==> src/rtl/control_sequencer.sv <==
// Moore control FSM that steps the bus datapath through fetch (T0-T2) and per-opcode execute (T3-T7).
// One state per T-step; memory steps hold for MEM_WAIT+1 cycles; no upstream handshake, only stop/clr.
module control_sequencer #(
  parameter int unsigned MEM_WAIT = 1,
  parameter logic [5:0]  ALU_ADD  = 6'd3
) (
  input  logic        clk,
  input  logic        clr,
  input  logic [31:0] ir,
  input  logic        con_ff,
  input  logic        stop,
  output logic [31:0] i,
  output logic [31:0] reg_enable,
  output logic [3:0]  Gra,
  output logic [3:0]  Grb,
  output logic [3:0]  Grc,
  output logic        Rin,
  output logic        Rout,
  output logic        BAout,
  output logic        incPC,
  output logic [5:0]  ALU_Sel,
  output logic        read,
  output logic        write,
  output logic        conIn,
  output logic        outport1Enable,
  output logic        run,
  output logic        illegal_op
);

  typedef enum logic [3:0] {
    S_RST, S_T0, S_T1, S_T2, S_T3, S_T4, S_T5, S_T6, S_T7, S_HALT
  } state_t;

  localparam logic [2:0] WAIT_LOAD = 3'(MEM_WAIT);
  localparam logic [4:0] OP_LD = 5'd0, OP_LDI = 5'd1, OP_ST = 5'd2, OP_BR = 5'd18,
                         OP_JR = 5'd20, OP_IN = 5'd22, OP_OUT = 5'd23, OP_MFHI = 5'd24,
                         OP_MFLO = 5'd25, OP_NOP = 5'd26, OP_HALT = 5'd27;

  state_t     state, state_nx;
  logic [2:0] cnt;
  logic [4:0] op;
  logic       is_alu, is_imm, is_md, is_ld, is_ldi, is_st, is_br, is_ill;
  logic       done, enters_wait;
  logic       unused_ir;

  assign op        = ir[31:27];
  assign unused_ir = ^ir[26:0];
  assign is_alu    = (op >= 5'd3) && (op <= 5'd11);
  assign is_imm    = (op >= 5'd12) && (op <= 5'd14);
  assign is_md     = (op == 5'd15) || (op == 5'd16);
  assign is_ld     = (op == OP_LD);
  assign is_ldi    = (op == OP_LDI);
  assign is_st     = (op == OP_ST);
  assign is_br     = (op == OP_BR);
  assign is_ill    = !(is_alu || is_imm || is_md || is_ld || is_ldi || is_st || is_br ||
                       op == OP_JR || op == OP_IN || op == OP_OUT || op == OP_MFHI ||
                       op == OP_MFLO || op == OP_NOP || op == OP_HALT);
  assign done      = (cnt == 3'd0);
  assign run       = (state != S_HALT);

  // The wait counter is reloaded only when a memory step is first entered.
  assign enters_wait = (state_nx != state) &&
                       ((state_nx == S_T1) || (state_nx == S_T6 && is_ld) || (state_nx == S_T7 && is_st));

  always_ff @(posedge clk) begin
    if (clr) begin
      state      <= S_RST;
      cnt        <= 3'd0;
      illegal_op <= 1'b0;
    end else begin
      state <= state_nx;
      if (enters_wait)      cnt <= WAIT_LOAD;
      else if (cnt != 3'd0) cnt <= cnt - 3'd1;
      if (state == S_T3 && is_ill) illegal_op <= 1'b1;
    end
  end

  always_comb begin
    state_t fin;
    fin      = stop ? S_HALT : S_T0;
    state_nx = state;
    case (state)
      S_RST:  state_nx = S_T0;
      S_T0:   state_nx = S_T1;
      S_T1:   state_nx = done ? S_T2 : S_T1;
      S_T2:   state_nx = S_T3;
      S_T3: begin
        if (op == OP_HALT) state_nx = S_HALT;
        else if (is_alu || is_imm || is_md || is_ld || is_ldi || is_st || is_br) state_nx = S_T4;
        else state_nx = fin;
      end
      S_T4:   state_nx = S_T5;
      S_T5:   state_nx = (is_md || is_ld || is_st || is_br) ? S_T6 : fin;
      S_T6: begin
        if (is_ld)      state_nx = done ? S_T7 : S_T6;
        else if (is_st) state_nx = S_T7;
        else            state_nx = fin;
      end
      S_T7:   state_nx = (is_st && !done) ? S_T7 : fin;
      S_HALT: state_nx = S_HALT;
      default: state_nx = S_RST;
    endcase
  end

  always_comb begin
    i = '0; reg_enable = '0; Gra = 4'd0; Grb = 4'd0; Grc = 4'd0;
    Rin = 1'b0; Rout = 1'b0; BAout = 1'b0; incPC = 1'b0; ALU_Sel = '0;
    read = 1'b0; write = 1'b0; conIn = 1'b0; outport1Enable = 1'b0;
    case (state)
      S_T0: begin i[20] = 1'b1; reg_enable[23] = 1'b1; incPC = 1'b1; end
      S_T1: begin read = 1'b1; reg_enable[22] = done; end
      S_T2: begin i[22] = 1'b1; reg_enable[21] = 1'b1; end
      S_T3: begin
        if (is_alu || is_imm)            begin Grb = 4'd1; Rout = 1'b1; reg_enable[24] = 1'b1; end
        else if (is_md)                  begin Gra = 4'd1; Rout = 1'b1; reg_enable[24] = 1'b1; end
        else if (is_ld || is_ldi || is_st) begin Grb = 4'd1; BAout = 1'b1; reg_enable[24] = 1'b1; end
        else if (is_br)                  begin Gra = 4'd1; Rout = 1'b1; conIn = 1'b1; end
        else if (op == OP_JR)            begin Gra = 4'd1; Rout = 1'b1; reg_enable[20] = 1'b1; end
        else if (op == OP_IN)            begin i[25] = 1'b1; Gra = 4'd1; Rin = 1'b1; end
        else if (op == OP_OUT)           begin Gra = 4'd1; Rout = 1'b1; outport1Enable = 1'b1; end
        else if (op == OP_MFHI)          begin i[16] = 1'b1; Gra = 4'd1; Rin = 1'b1; end
        else if (op == OP_MFLO)          begin i[17] = 1'b1; Gra = 4'd1; Rin = 1'b1; end
      end
      S_T4: begin
        if (is_alu)      begin Grc = 4'd1; Rout = 1'b1; ALU_Sel = {1'b0, op}; reg_enable[19] = 1'b1; end
        else if (is_imm) begin i[24] = 1'b1; ALU_Sel = {1'b0, op}; reg_enable[19] = 1'b1; end
        else if (is_md)  begin Grb = 4'd1; Rout = 1'b1; ALU_Sel = {1'b0, op}; reg_enable[19:18] = 2'b11; end
        else if (is_ld || is_ldi || is_st) begin i[24] = 1'b1; ALU_Sel = ALU_ADD; reg_enable[19] = 1'b1; end
        else if (is_br)  begin i[20] = 1'b1; reg_enable[24] = 1'b1; end
      end
      S_T5: begin
        if (is_alu || is_imm || is_ldi) begin i[19] = 1'b1; Gra = 4'd1; Rin = 1'b1; end
        else if (is_md)         begin i[19] = 1'b1; reg_enable[17] = 1'b1; end
        else if (is_ld || is_st) begin i[19] = 1'b1; reg_enable[23] = 1'b1; end
        else if (is_br)         begin i[24] = 1'b1; ALU_Sel = ALU_ADD; reg_enable[19] = 1'b1; end
      end
      S_T6: begin
        if (is_md)      begin i[18] = 1'b1; reg_enable[16] = 1'b1; end
        else if (is_ld) begin read = 1'b1; reg_enable[22] = done; end
        else if (is_st) begin Gra = 4'd1; Rout = 1'b1; reg_enable[22] = 1'b1; end
        else if (is_br) begin i[19] = 1'b1; reg_enable[20] = con_ff; end
      end
      S_T7: begin
        if (is_ld)      begin i[22] = 1'b1; Gra = 4'd1; Rin = 1'b1; end
        else if (is_st) write = 1'b1;
      end
      default: ;
    endcase
  end

endmodule
==> config.mk <==
export PLATFORM = sky130hd
export DESIGN_NAME = control_sequencer
export DESIGN_NICKNAME = d
export VERILOG_FILES = /design/src/rtl/control_sequencer.sv
export SDC_FILE = /design/constraint.sdc
export NUM_CORES = 1
export LEC_CHECK = 0
export BUFFER_PORTS_ARGS = -buffer_cell sky130_fd_sc_hd__buf_2
export CORE_MARGIN = 2
export CORE_UTILIZATION = 40
export CTS_CLUSTER_SIZE = 14
export DETAILED_ROUTE_END_ITERATION = 16
export PLACE_DENSITY_LB_ADDON = 0.2
export SLEW_MARGIN = 20
export SYNTH_ARGS = -nofsm -noshare
export SYNTH_HDL_FRONTEND = slang
export SYNTH_SLANG_ARGS = --single-unit
==> constraint.sdc <==
create_clock -name clk -period 2.3 [get_ports clk]
set_clock_uncertainty 0.2 [all_clocks]
set_input_delay 0.115 -clock clk [delete_from_list [all_inputs] [get_ports clk]]
set_output_delay 0.115 -clock clk [all_outputs]
set_load 0.1 [all_outputs]
# Word-level counts from Yosys, hierarchy flattened
# Index checks and enable logic that the tools add are counted.
# W data, S select, Z words.
# word_totals
ff_bits,8
in_bits,36
out_inout_bits,92
word_cells,225
# op_classes
addsub,1
n_lt_le_gt_ge,4
eq_ne,26
muxes,152
n_reduce_logical,38
# op_table
operator,count
$mux W1,112
$eq A5 B5 Y1 const B,9
$pmux W4 S10,1
$mux W4,8
$logic_or A1 B1 Y1,23
$pmux W1 S2,11
$eq A4 B3 Y1 const B,5
$mux W2,10
$mux W6,3
$mux W5,3
$eq A4 B2 Y1 const B,3
$eq A4 B4 Y1 const B,3
$pmux W6 S2,1
$le A5 B4 Y1 const B,2
$logic_and A1 B1 Y1,7
$pmux W1 S3,2
$eq A5 B1 Y1 const B,1
$eq A5 B2 Y1 const B,1
$eq A5 B4 Y1 const B,1
$ge A5 B2 Y1 const B,1
$ge A5 B4 Y1 const B,1
$logic_not A5 Y1,1
$eq A4 B1 Y1 const B,1
$logic_not A4 Y1,1
9 further kinds,10

# Longest topological paths before layout
# Gate-level depths: netlist of run 1.
# depth
word_depth,17
depth_mapped,7
mapped_depth_nobuf,6

# Worst setup path after synthesis of run 1
# Ideal clock, no wire load.
# synth_path
path_kind,flip-flop to output port
start,register state[1]
end,output port Grc[0]
t_arrival_ns,5.485
required_time_ns,1.985
path_slack_ns,-3.500
path_stages_with_launch,5
path_buffers,1
cell_sequence,dfxtp_1 > buf_2 > and2b_1 > nand3b_1 > a2111oi_0
# synth_via
elab_chain_len,2
# synth_lines
item,line,rtl
"start, declared",39,"state_t state, state_nx;"
"start signal, assigned",71,state <= state_nx;
$eq A4 B3 Y1,109,case (state)
$mux W1,109,
"end, declared",16,"output logic [3:0] Grc,"
# No other way between the ends.

# Worst setup path in the final report of run 1
# layout_path
start,register state[1]
end,output port Gra[0]
# layout_via
elab_chain_len,2
elab_cells_between_ends,5
# layout_lines
item,line,rtl
$eq A4 B4 Y1 or $eq A4 B3 Y1 (tied branches),109,
$pmux W1 S4 (*),109,
"end, declared",14,"output logic [3:0] Gra,"
# Every way passes the cells marked *; elsewhere a longest branch is shown, timed or not.

==> run metrics, run 1 <==
htree depth=1; Seq/Total Area, Yosys=between 10% and 20%; TritonCTS clock tree=yes; layout cells sized above 1=a little over a third; post-synthesis async set-or-reset flop share=0%; GRT overflow=0; Std-Cell Rows=22; setup TNS=0 ns; crit-path leading delay family=simple AND/OR/NAND/NOR gates; DRC errors left=0; CP peak stage delay=0.60 ns; vias in the first global route=roughly 1,300; TritonCTS Sinks=8; cells along the critical path=or4b_4 -> nor3_2 -> a31oi_1 -> o211ai_1 -> buf_12; Crit path required time=1.99 ns; outcome=complete, no violations; CP Capture Type=primary output; critical path type=reg -> out; Post-synth EDFFs=0; Ports=about 130; root buf cell=clkbuf_8; Via density=5.11; Core Box Area=0.00374 mm²; # diodes=0; met3 GRT Util=2.36%; clock share of power=11.4%; Yosys cell types=55; post-layout util=between 60% and 70%; Buf/Inv on CP=1; die area=0.00451 mm²; Final Wtd Congestion=0.834; cell-internal power=536 µW; worst min path class=in -> reg; post-synthesis cell count=231; ANT nets after route=0; Max Cap Viol=0; fmax=449 MHz; met2 Resource Use GR=30.7%; met1 usage=a little over a quarter; count of final setup violators=0; port bufs=43; area delta synth->final=47.2%; PD cells=roughly 630 mW/mm²; Nets=between 300 and 400; first drt pass iteration count=4; Die Y=between 60 and 70 µm; min cycle time layout=2.23 ns; global-route usage over all layers=18.9%; FF+latch count, synth=8; CP Launch Type=register; Inserted Clock Buffers=3; initial antenna violation count=0; Worst path slowest cell=or4b_4; Fin. Hold Viols=0; Avg WL per Cell=approximately 13 µm; WP data arrival=1.91 ns; Routed WL=4.23 mm; crit-path max FO=12; YS warnings=0; DIE WIDTH=approximately 67 µm; unrepaired setup endpoints after global routing=false; Main synth FF type=dfxtp_1; first-pass GRT wire length=6.58 mm; most used routing layer=met2; CTS Buffer Depth=2; combinational power share=between 70% and 80%; Reg clk slew, reported paths=0.04 ns; Cell Area, Synth=0.00159 mm²; vias=1,636; post-DP HPWL=3.43 mm; sequential power share=between 10% and 20%; crit share post-route=96.9%; commonest non-fill, non-tap cell in the layout=conb_1; number of post-CTS setup repair buffers=0; Initial Utilization=42.6%; sw frac=~64%; Leak=0.000982 µW; Final Max Slew Viols=0; syn_area_per_cell=6.90 µm²; peak supply drop=about 0.61 mV; Skew-Pair Late Insertion Delay=0.23 ns; most frequent cells in the layout=conb_1, buf_12, buf_2, nor2_1, nand2_1; DRT iter0 DRCs=66; NetSw=948 µW; pin count of the biggest net entering global routing=20; Fill cells=roughly 360
-- final timing paths --
check | startpoint | end | slack [ns] | depth (start not counted)
worst max-delay path | state[1]$_SDFF_PP0_ | Gra[0] | 0.07 | 5
worst min-delay path | stop | state[3]$_SDFF_PP0_ | 0.04 | 4
worst min register to register | illegal_op$_SDFFE_PP0P_ | illegal_op$_SDFFE_PP0P_ | 0.28 | 2
worst max register to register | state[2]$_SDFF_PP0_ | state[3]$_SDFF_PP0_ | 0.46 | 3
-- power by group through the flow --
stage / Sequential [µW] / Combinational, µW / Clock [µW]
6_report: 210 / 1100 / 169
3_3_place_gp: 209 / 1090 / 0
4_1_cts: 209 / 1100 / 173
5_1_grt: 217 / 1170 / 183
2_1_floorplan: 192 / 1030 / 0
3_5_place_dp: 211 / 1100 / 0
-- Yosys cell counts, types with 3 or more instances --
cell type  instances  area [µm²]
o21bai_1           3        22.5
nor2_1            22        82.6
or4b_1             3        30.0
nand3_1            6        30.0
nor4_1             3        18.8
o21ai_0            5        25.0
nor2b_1            3        18.8
nor3_1             8        40.0
buf_4             58         435
a21oi_1            8        40.0
buf_2             10        50.1
clkbuf_1           6        22.5
nand2b_1           6        37.5
inv_1              9        33.8
nand4_1            3        18.8
o32ai_1            3        26.3
a21o_1             3        22.5
dfxtp_1            8         160
a31oi_1            3        18.8
nand2_1           12        45.0
o211ai_1           3        22.5
o22ai_1            3        18.8
-- layout make-up --
cell class                      count  area [µm²]  share of cell area, %
Inverter                            9        33.8                   1.44
Multi-Input combinational cell    196        1310                   55.9
Sequential cell                     8         165                   7.04
Clock buffer                        3        41.3                   1.76
Timing Repair Buffer               56         733                   31.3
Tap cell                           48        60.1                   2.56
-- per-stage QoR --
stage | setup WS, ns | hold WS [ns] | instance area, µm² | std cells | total power [µW]
after global routing | 0.00286 | 0.0555 | 2350 | 320 | 1570
after CTS | 0.00199 | 0.0328 | 2340 | 320 | 1490
after detailed placement | 0.151 | 0.180 | 2280 | 316 | 1310
after global placement | 0.157 | 0.177 | 2280 | 316 | 1300
final | 0.0717 | 0.0408 | 2350 | 320 | 1480
after floorplan | -0.463 | -0.0233 | 2040 | 287 | 1220
-- sequential cells by signal, indices dropped and copies added, names as in the netlist --
register,flops
cnt,3
state,4
illegal_op,1
-- worst min-delay path, stage by stage --
cell	delay (ns)
buf_2	0.10
inv_1	0.05
a31o_1	0.09
a31oi_1	0.07
-- kinds of logic (layout without fill, tap and decap cells) --
| logic type | after synthesis | count (layout) | synth area share [%] |
|---|---|---|---|
| fa+ha+maj | 2 | 2 | 1.57 |
| mux | 2 | 2 | 1.33 |
| buf+inv | 83 | 68 | 34.0 |
| compound gates | 48 | 48 | 21.7 |
| xor+xnor | 1 | 1 | 0.550 |
| other cells | 1 | 57 | 0.235 |
| simple gates | 86 | 86 | 30.5 |
| flops | 8 | 8 | 10.0 |
-- per-layer routing --
metal  share of wire, %  up-vias
met5                  0        -
met4               0.21        0
met3                9.8        2
met2                 48       92
met1                 42      757
li1                   -      785
-- what timing repair did --
action,CTS,global route
endpoints found under the hold margin,5,0
resized for setup,2,1
hold buffers,1,0
endpoints found under the setup margin,5,1
No activity file was read; power rests on OpenSTA's default activity.
==> run 2, diff against run 1 <==
ABC_AREA = 1   (was default)
CORE_MARGIN = 1   (was 2)
==> run 2 against run 1 <==
- final area down 10%
- critical path depth increased by 4
- critical endpoint is now i[17]
- first-iteration DRC count grew 120%
- via count increased by 9.9%
- combinational power up 17%
- area after synthesis rose by 0.86%
- largest cell class unchanged
- worst hold slack better by 0.14 ns
- power grew 11%
- global-route usage rose by 1.7 points
- clock power decreased by 4%
==> run metrics, run 2 <==
Leak=0.00113 µW (+15%); Final Max Slew Viols=0 (unchanged); setup TNS=0 ns (unchanged); CP Launch Type=input pin; layout cells sized above 1=32.8% (-2.5 points); CTS Buffer Depth=2 (unchanged); TritonCTS clock tree=yes; CP peak stage delay=0.33 ns (-0.27 ns); peak supply drop=0.330 mV (-46%); cell mode on critical path=nand2_2; syn_area_per_cell=5.87 µm² (-15%); fmax=462 MHz (+2.9%); area leader, netlist=buf_4; Final Wtd Congestion=0.923 (+11%); DRC errors left=0 (unchanged); pin count of the biggest net entering global routing=16 (-20%); number of post-CTS setup repair buffers=0 (unchanged); min cycle time layout=2.17 ns (-0.0623 ns); Cell Area, Synth=0.00161 mm² (+0.86%); Yosys top cell area share=27.5% (+0.23 points); # diodes=0 (unchanged); Nets=363 (+16%); post-DP HPWL=3.61 mm (+5.2%); ANT nets after route=0 (unchanged); total power=1650 µW (+11%); vias in the first global route=1,529 (+14%); Main synth FF type=dfxtp_1; Fin. Hold Viols=0 (unchanged); count leader, synth=buf_4; outcome=complete, no violations; crit-path max FO=7 (-5); Post-synth EDFFs=0 (unchanged); PD cells=787 mW/mm² (+24%); crit share post-route=94.2% (-2.7 points); DIE WIDTH=65.4 µm (-2.6%); first drt pass iteration count=6 (+2); Std-Cell Rows=22 (unchanged); Core Box Area=0.00377 mm² (+0.74%); htree depth=1 (unchanged); Biggest register=state; post-synthesis async set-or-reset flop share=0% (unchanged); worst hold slack=0.180 ns (+0.139 ns); Inserted Clock Buffers=3 (unchanged); biggest regs=state: 4 flops, cnt: 3 flops, illegal_op: 1 flops; Final Cell Area=0.00210 mm² (-10%); GRT overflow=0 (unchanged); Worst path slowest cell=nor4_4; worst slew pin tran=0.500 ns; Initial Utilization=42.6% (+0.054 points); unrepaired setup endpoints after global routing=false; Fill cells=378 (+6.2%); relative slew slack=66.4%; synth top area cells=buf_4, dfxtp_1, nand2_1; Ports=128 (unchanged); DRT iter0 DRCs=143 (+120%); vias=1,798 (+9.9%); Max Cap Viol=0 (unchanged); YS warnings=0 (unchanged); count of final setup violators=0 (unchanged); most frequent cells in the layout=conb_1, nand2_1, inv_1, buf_2, nor2_1; TritonCTS Sinks=8 (unchanged); worst min path class=in -> reg; Crit path required time=1.99 ns (about the same); initial antenna violation count=0 (unchanged); Yosys cell types=29 (-47%); FF+latch count, synth=8 (unchanged); Multi-input gate area=0.00123 mm² (-6.6%); post-synthesis cell count=274 (+19%); global-route usage over all layers=20.6% (+1.7 points); die area=0.00428 mm² (-5.1%); first-pass GRT wire length=6.93 mm (+5.2%); area delta synth->final=30.7%; critical path type=in -> out; Reg clk slew, reported paths=0.04 ns (about the same); WP data arrival=1.85 ns (-0.06 ns); max reg flops=4 (unchanged); register area=160 µm² (-3.0%); port bufs=43 (unchanged); root buf cell=clkbuf_8; cells along the critical path=buf_2 -> nand2_1 -> inv_2 -> nand2_2 -> nand2_2 -> nor2_2 -> nand2_2 -> nor4_4 -> buf_12; Via density=4.85 (-5.2%); Die Y=65.4 µm (-2.6%); Routed WL=4.19 mm (-1.1%); most instantiated cells after synthesis=buf_4, nand2_1, inv_1, nor2_1, nand3_1; placed cell area=0.00205 mm² (-10%); Seq/Total Area, Yosys=9.96% (-0.086 points); CP Capture Type=primary output; Avg WL per Cell=11.3 µm (-15%); Skew-Pair Late Insertion Delay=0.22 ns (about the same); commonest non-fill, non-tap cell in the layout=conb_1
-- run 2: cells by family after synthesis --
logic type | after synthesis | synth area share, %
buf+inv | 105 | 38.8
fa+ha+maj | 2 | 1.56
compound gates | 32 | 11.3
flops | 8 | 9.96
simple gates | 125 | 37.6
other cells | 1 | 0.233
xor+xnor | 1 | 0.545
-- run 2: stage by stage --
| stage | util, % | setup WS [ns] | std cells |
|---|---|---|---|
| 6_report | 55.7 | 0.134 | 371 |
| 5_1_grt | 55.7 | 0.0133 | 371 |
| 4_1_cts | 55.6 | 0.121 | 371 |
| 3_5_place_dp | 54.3 | 0.154 | 367 |
| 3_3_place_gp | 54.3 | 0.180 | 367 |
| 2_1_floorplan | - | -0.162 | 330 |
-- run 2: final timing paths --
path / start / to / slack [ns] / cells after the start
setup / recovery: ir[28] / i[17] / 0.13 / 9
hold / removal: stop / state[3]$_SDFF_PP0_ / 0.18 / 7
setup reg to reg: cnt[0]$_SDFFE_PP0P_ / cnt[1]$_SDFFE_PP0N_ / 0.32 / 12
hold reg to reg: illegal_op$_SDFFE_PP0P_ / illegal_op$_SDFFE_PP0P_ / 0.25 / 2
-- run 2: layer usage --
layer | up-vias | track usage [%] | routed length, µm
met1 | 803 | 28.9 | 1830
met4 | 0 | 3.80 | 28
met2 | 128 | 32.9 | 1910
met5 | - | 0 | 0
met3 | 2 | 3.47 | 423
li1 | 865 | - | -
-- run 2: power by group --
part,internal [µW],switching [µW],total [µW]
clock,113,49.0,162
sequential,178,28.0,206
combinational,208,1080,1290
-- run 2: layout make-up --
type,count,share of cell area [%]
multi-input cells,217,58.4
repair buffers,51,21.2
inverters,44,7.98
flip-flops and latches,8,7.62
well taps,48,2.86
clock buffers,3,1.97
-- run 2: what timing repair did --
action | in CTS | in global routing
resized for setup | 0 | 1
setup endpoints to repair | 0 | 1
hold endpoints to repair | 3 | 0
hold buffers | 1 | 0
-- run 2: critical path: cells and delay by family --
| family | cells | cell delay (ns) |
|---|---|---|
| buffers and inverters | 3 | 0.48 |
| AND/OR/NAND/NOR | 6 | 1.23 |
==> run 3, diff against run 2 <==
ABC_AREA = default   (was 1)
PLACE_DENSITY = 0.79   (was default)
PLACE_DENSITY_LB_ADDON = default   (was 0.2)
clock period = 2.75 ns   (was 2.3 ns; I/O delays follow)
==> run 3 against run 2 <==
- combinational power shrank 34%
- largest power group unchanged
- first-iteration DRC count shrank 17%
- sequential power shrank 16%
- power shrank 30%
- highest routed layer unchanged
- global-route usage shrank 2.5 points
- clock power shrank 9%
- non-clock buffer count shrank 5
- register-to-register slack gained 0.35 ns
==> run metrics, run 3 (synthesized netlist as in run 1, its figures left out) <==
Final Cell Area=0.00173 mm² (-18%); setup TNS=0 ns (unchanged); peak supply drop=0.474 mV (+43%); Worst path slowest cell=dfxtp_1; htree depth=1 (unchanged); root buf cell=clkbuf_8; PD cells=675 mW/mm² (-14%); worst min path class=in -> reg; count of final setup violators=0 (unchanged); area delta synth->final=8.24%; # diodes=0 (unchanged); crit-path max FO=13 (+6); worst slew pin tran=0.528 ns (+0.0281 ns); first-pass GRT wire length=6.00 mm (-13%); crit share post-route=94.5%; Fin. Hold Viols=0 (unchanged); Inserted Clock Buffers=3 (unchanged); most frequent cells in the layout=conb_1, buf_2, nor2_1, nand2_1, inv_1; TritonCTS clock tree=yes; Max Cap Viol=0 (unchanged); CTS Buffer Depth=2 (unchanged); Leak=0.000832 µW (-26%); Initial Utilization=42.6% (-0.054 points); global-route usage over all layers=18.0% (-2.5 points); Ports=128 (unchanged); Die Y=65.1 µm (-0.42%); biggest regs=state: 4 flops, cnt: 3 flops, illegal_op: 1 flops; DIE WIDTH=65.1 µm (-0.42%); pin count of the biggest net entering global routing=23 (+7); crit path to=ALU_Sel[1]; layout cells sized above 1=24.0% (-8.8 points); R2R Setup Slk=0.67 ns (+0.35 ns); total power=1160 µW (-30%); path depth of the worst reg2reg path=5 (-7); Final Max Slew Viols=0 (unchanged); initial antenna violation count=0 (unchanged); die area=0.00424 mm² (-0.84%); vias in the first global route=1,236 (-19%); ANT nets after route=0 (unchanged); FF-to-FF Start=state[3]$_SDFF_PP0_; cells along the critical path=and2b_1 -> nand3b_1 -> o22ai_2 -> o21a_1 -> buf_2; GRT overflow=0 (unchanged); Buf/Inv on CP=1 (-2); number of post-CTS setup repair buffers=0 (unchanged); Std-Cell Rows=22 (unchanged); Biggest register=state; max reg flops=4 (unchanged); Via density=5.10 (+5.3%); crit path from=state[0]$_SDFF_PP0_; TritonCTS Sinks=8 (unchanged); min cycle time layout=2.60 ns; post-DP HPWL=2.99 mm (-17%); crit-path leading delay family=simple AND/OR/NAND/NOR gates; DRT iter0 DRCs=118 (-17%); Core Box Area=0.00374 mm² (-0.73%); Nets=302 (-17%); critical path type=reg -> out; vias=1,582 (-12%); Final Wtd Congestion=0.950 (+2.9%); R2R Path End=cnt[0]$_SDFFE_PP0P_; WP data arrival=2.26 ns (+0.41 ns); Routed WL=3.90 mm (-6.7%); relative slew slack=64.7% (-1.7 points); CP peak stage delay=0.54 ns (+0.21 ns); Layout Cells excl Fill=310 (-16%); Avg WL per Cell=12.6 µm (+12%); fmax=385 MHz; CP Launch Type=register; Placed Instances=306 (-17%); worst hold stages=4 (-3); Skew-Pair Late Insertion Delay=0.23 ns (about the same); Crit path required time=2.41 ns (+0.42 ns); CP Depth=5 (-4); Reg clk slew, reported paths=0.05 ns (about the same); outcome=complete, no violations; port bufs=43 (unchanged); placed cell area=0.00167 mm² (-19%); DRC errors left=0 (unchanged); CP Capture Type=primary output; first drt pass iteration count=4 (-2); commonest non-fill, non-tap cell in the layout=conb_1
-- run 3: cell types whose count changed in the layout (fill, tap and decap cells not counted), moves of 6 or more --
cell	before	now
buf_12	11	1
buf_2	31	39
inv_1	35	9
inv_2	8	0
nand2_1	37	12
nand2b_1	0	6
nand3_1	21	6
nand4_1	9	3
nor2_2	10	1
nor2_4	6	0
nor3_1	1	8
o21ai_2	6	0
-- run 3: through the flow --
step / setup slack, ns / hold slack [ns] / util [%]
floorplan: -0.890 / 0.00657 / -
global placement: 0.377 / 0.208 / 44.5
detailed placement: 0.313 / 0.210 / 44.5
CTS: 0.0681 / 0.0635 / 45.9
global route: -0.00369 / 0.108 / 46.1
finish: 0.150 / 0.0697 / 46.1
-- run 3: worst min path at each step --
stage | startpoint | slack [ns] | endpoint
after floorplan | clr | 0.007 | state[0]$_SDFF_PP0_
after CTS | stop | 0.06 | state[3]$_SDFF_PP0_
after global routing | stop | 0.11 | state[3]$_SDFF_PP0_
after detailed placement | clr | 0.21 | state[3]$_SDFF_PP0_
after global placement | clr | 0.21 | state[2]$_SDFF_PP0_
final | stop | 0.07 | state[3]$_SDFF_PP0_
-- run 3: area by class of cell --
cell class                 instances  area (µm²)
fill                             409        2020
clock buffer                       3        41.3
timing repair buffer              46         263
sequential                         8         160
inverter                           9        33.8
multi-input combinational        196        1170
tap                               48        60.1
-- run 3: what timing repair did --
| action | in CTS | in global routing |
|---|---|---|
| hold buffers | 1 | 0 |
| resized for setup | 0 | 3 |
| endpoints found under the setup margin | 0 | 3 |
| hold endpoints to repair | 5 | 0 |
-- run 3: worst register-to-register path: cells and delay by family (launching register included) --
kind / cells / cell delay [ns]
AO/OA/AOI/OAI: 2 / 0.49
buffers and inverters: 1 / 0.21
flip-flops: 1 / 0.48
multiplexers: 1 / 0.33
AND/OR/NAND/NOR: 1 / 0.32
-- run 3: report_power, final --
group	internal, µW	total [µW]	switching [µW]
Sequential	143	173	30.4
Clock	95.3	147	51.2
Combinational	153	845	691
-- run 3: routing by layer --
layer	up-vias	GRT usage [%]	part of all wire, %
met4	0	6.25	1.3
met5	-	0	0
met3	7	2.08	10
met2	103	28.3	46
met1	707	25.4	43
li1	765	-	-
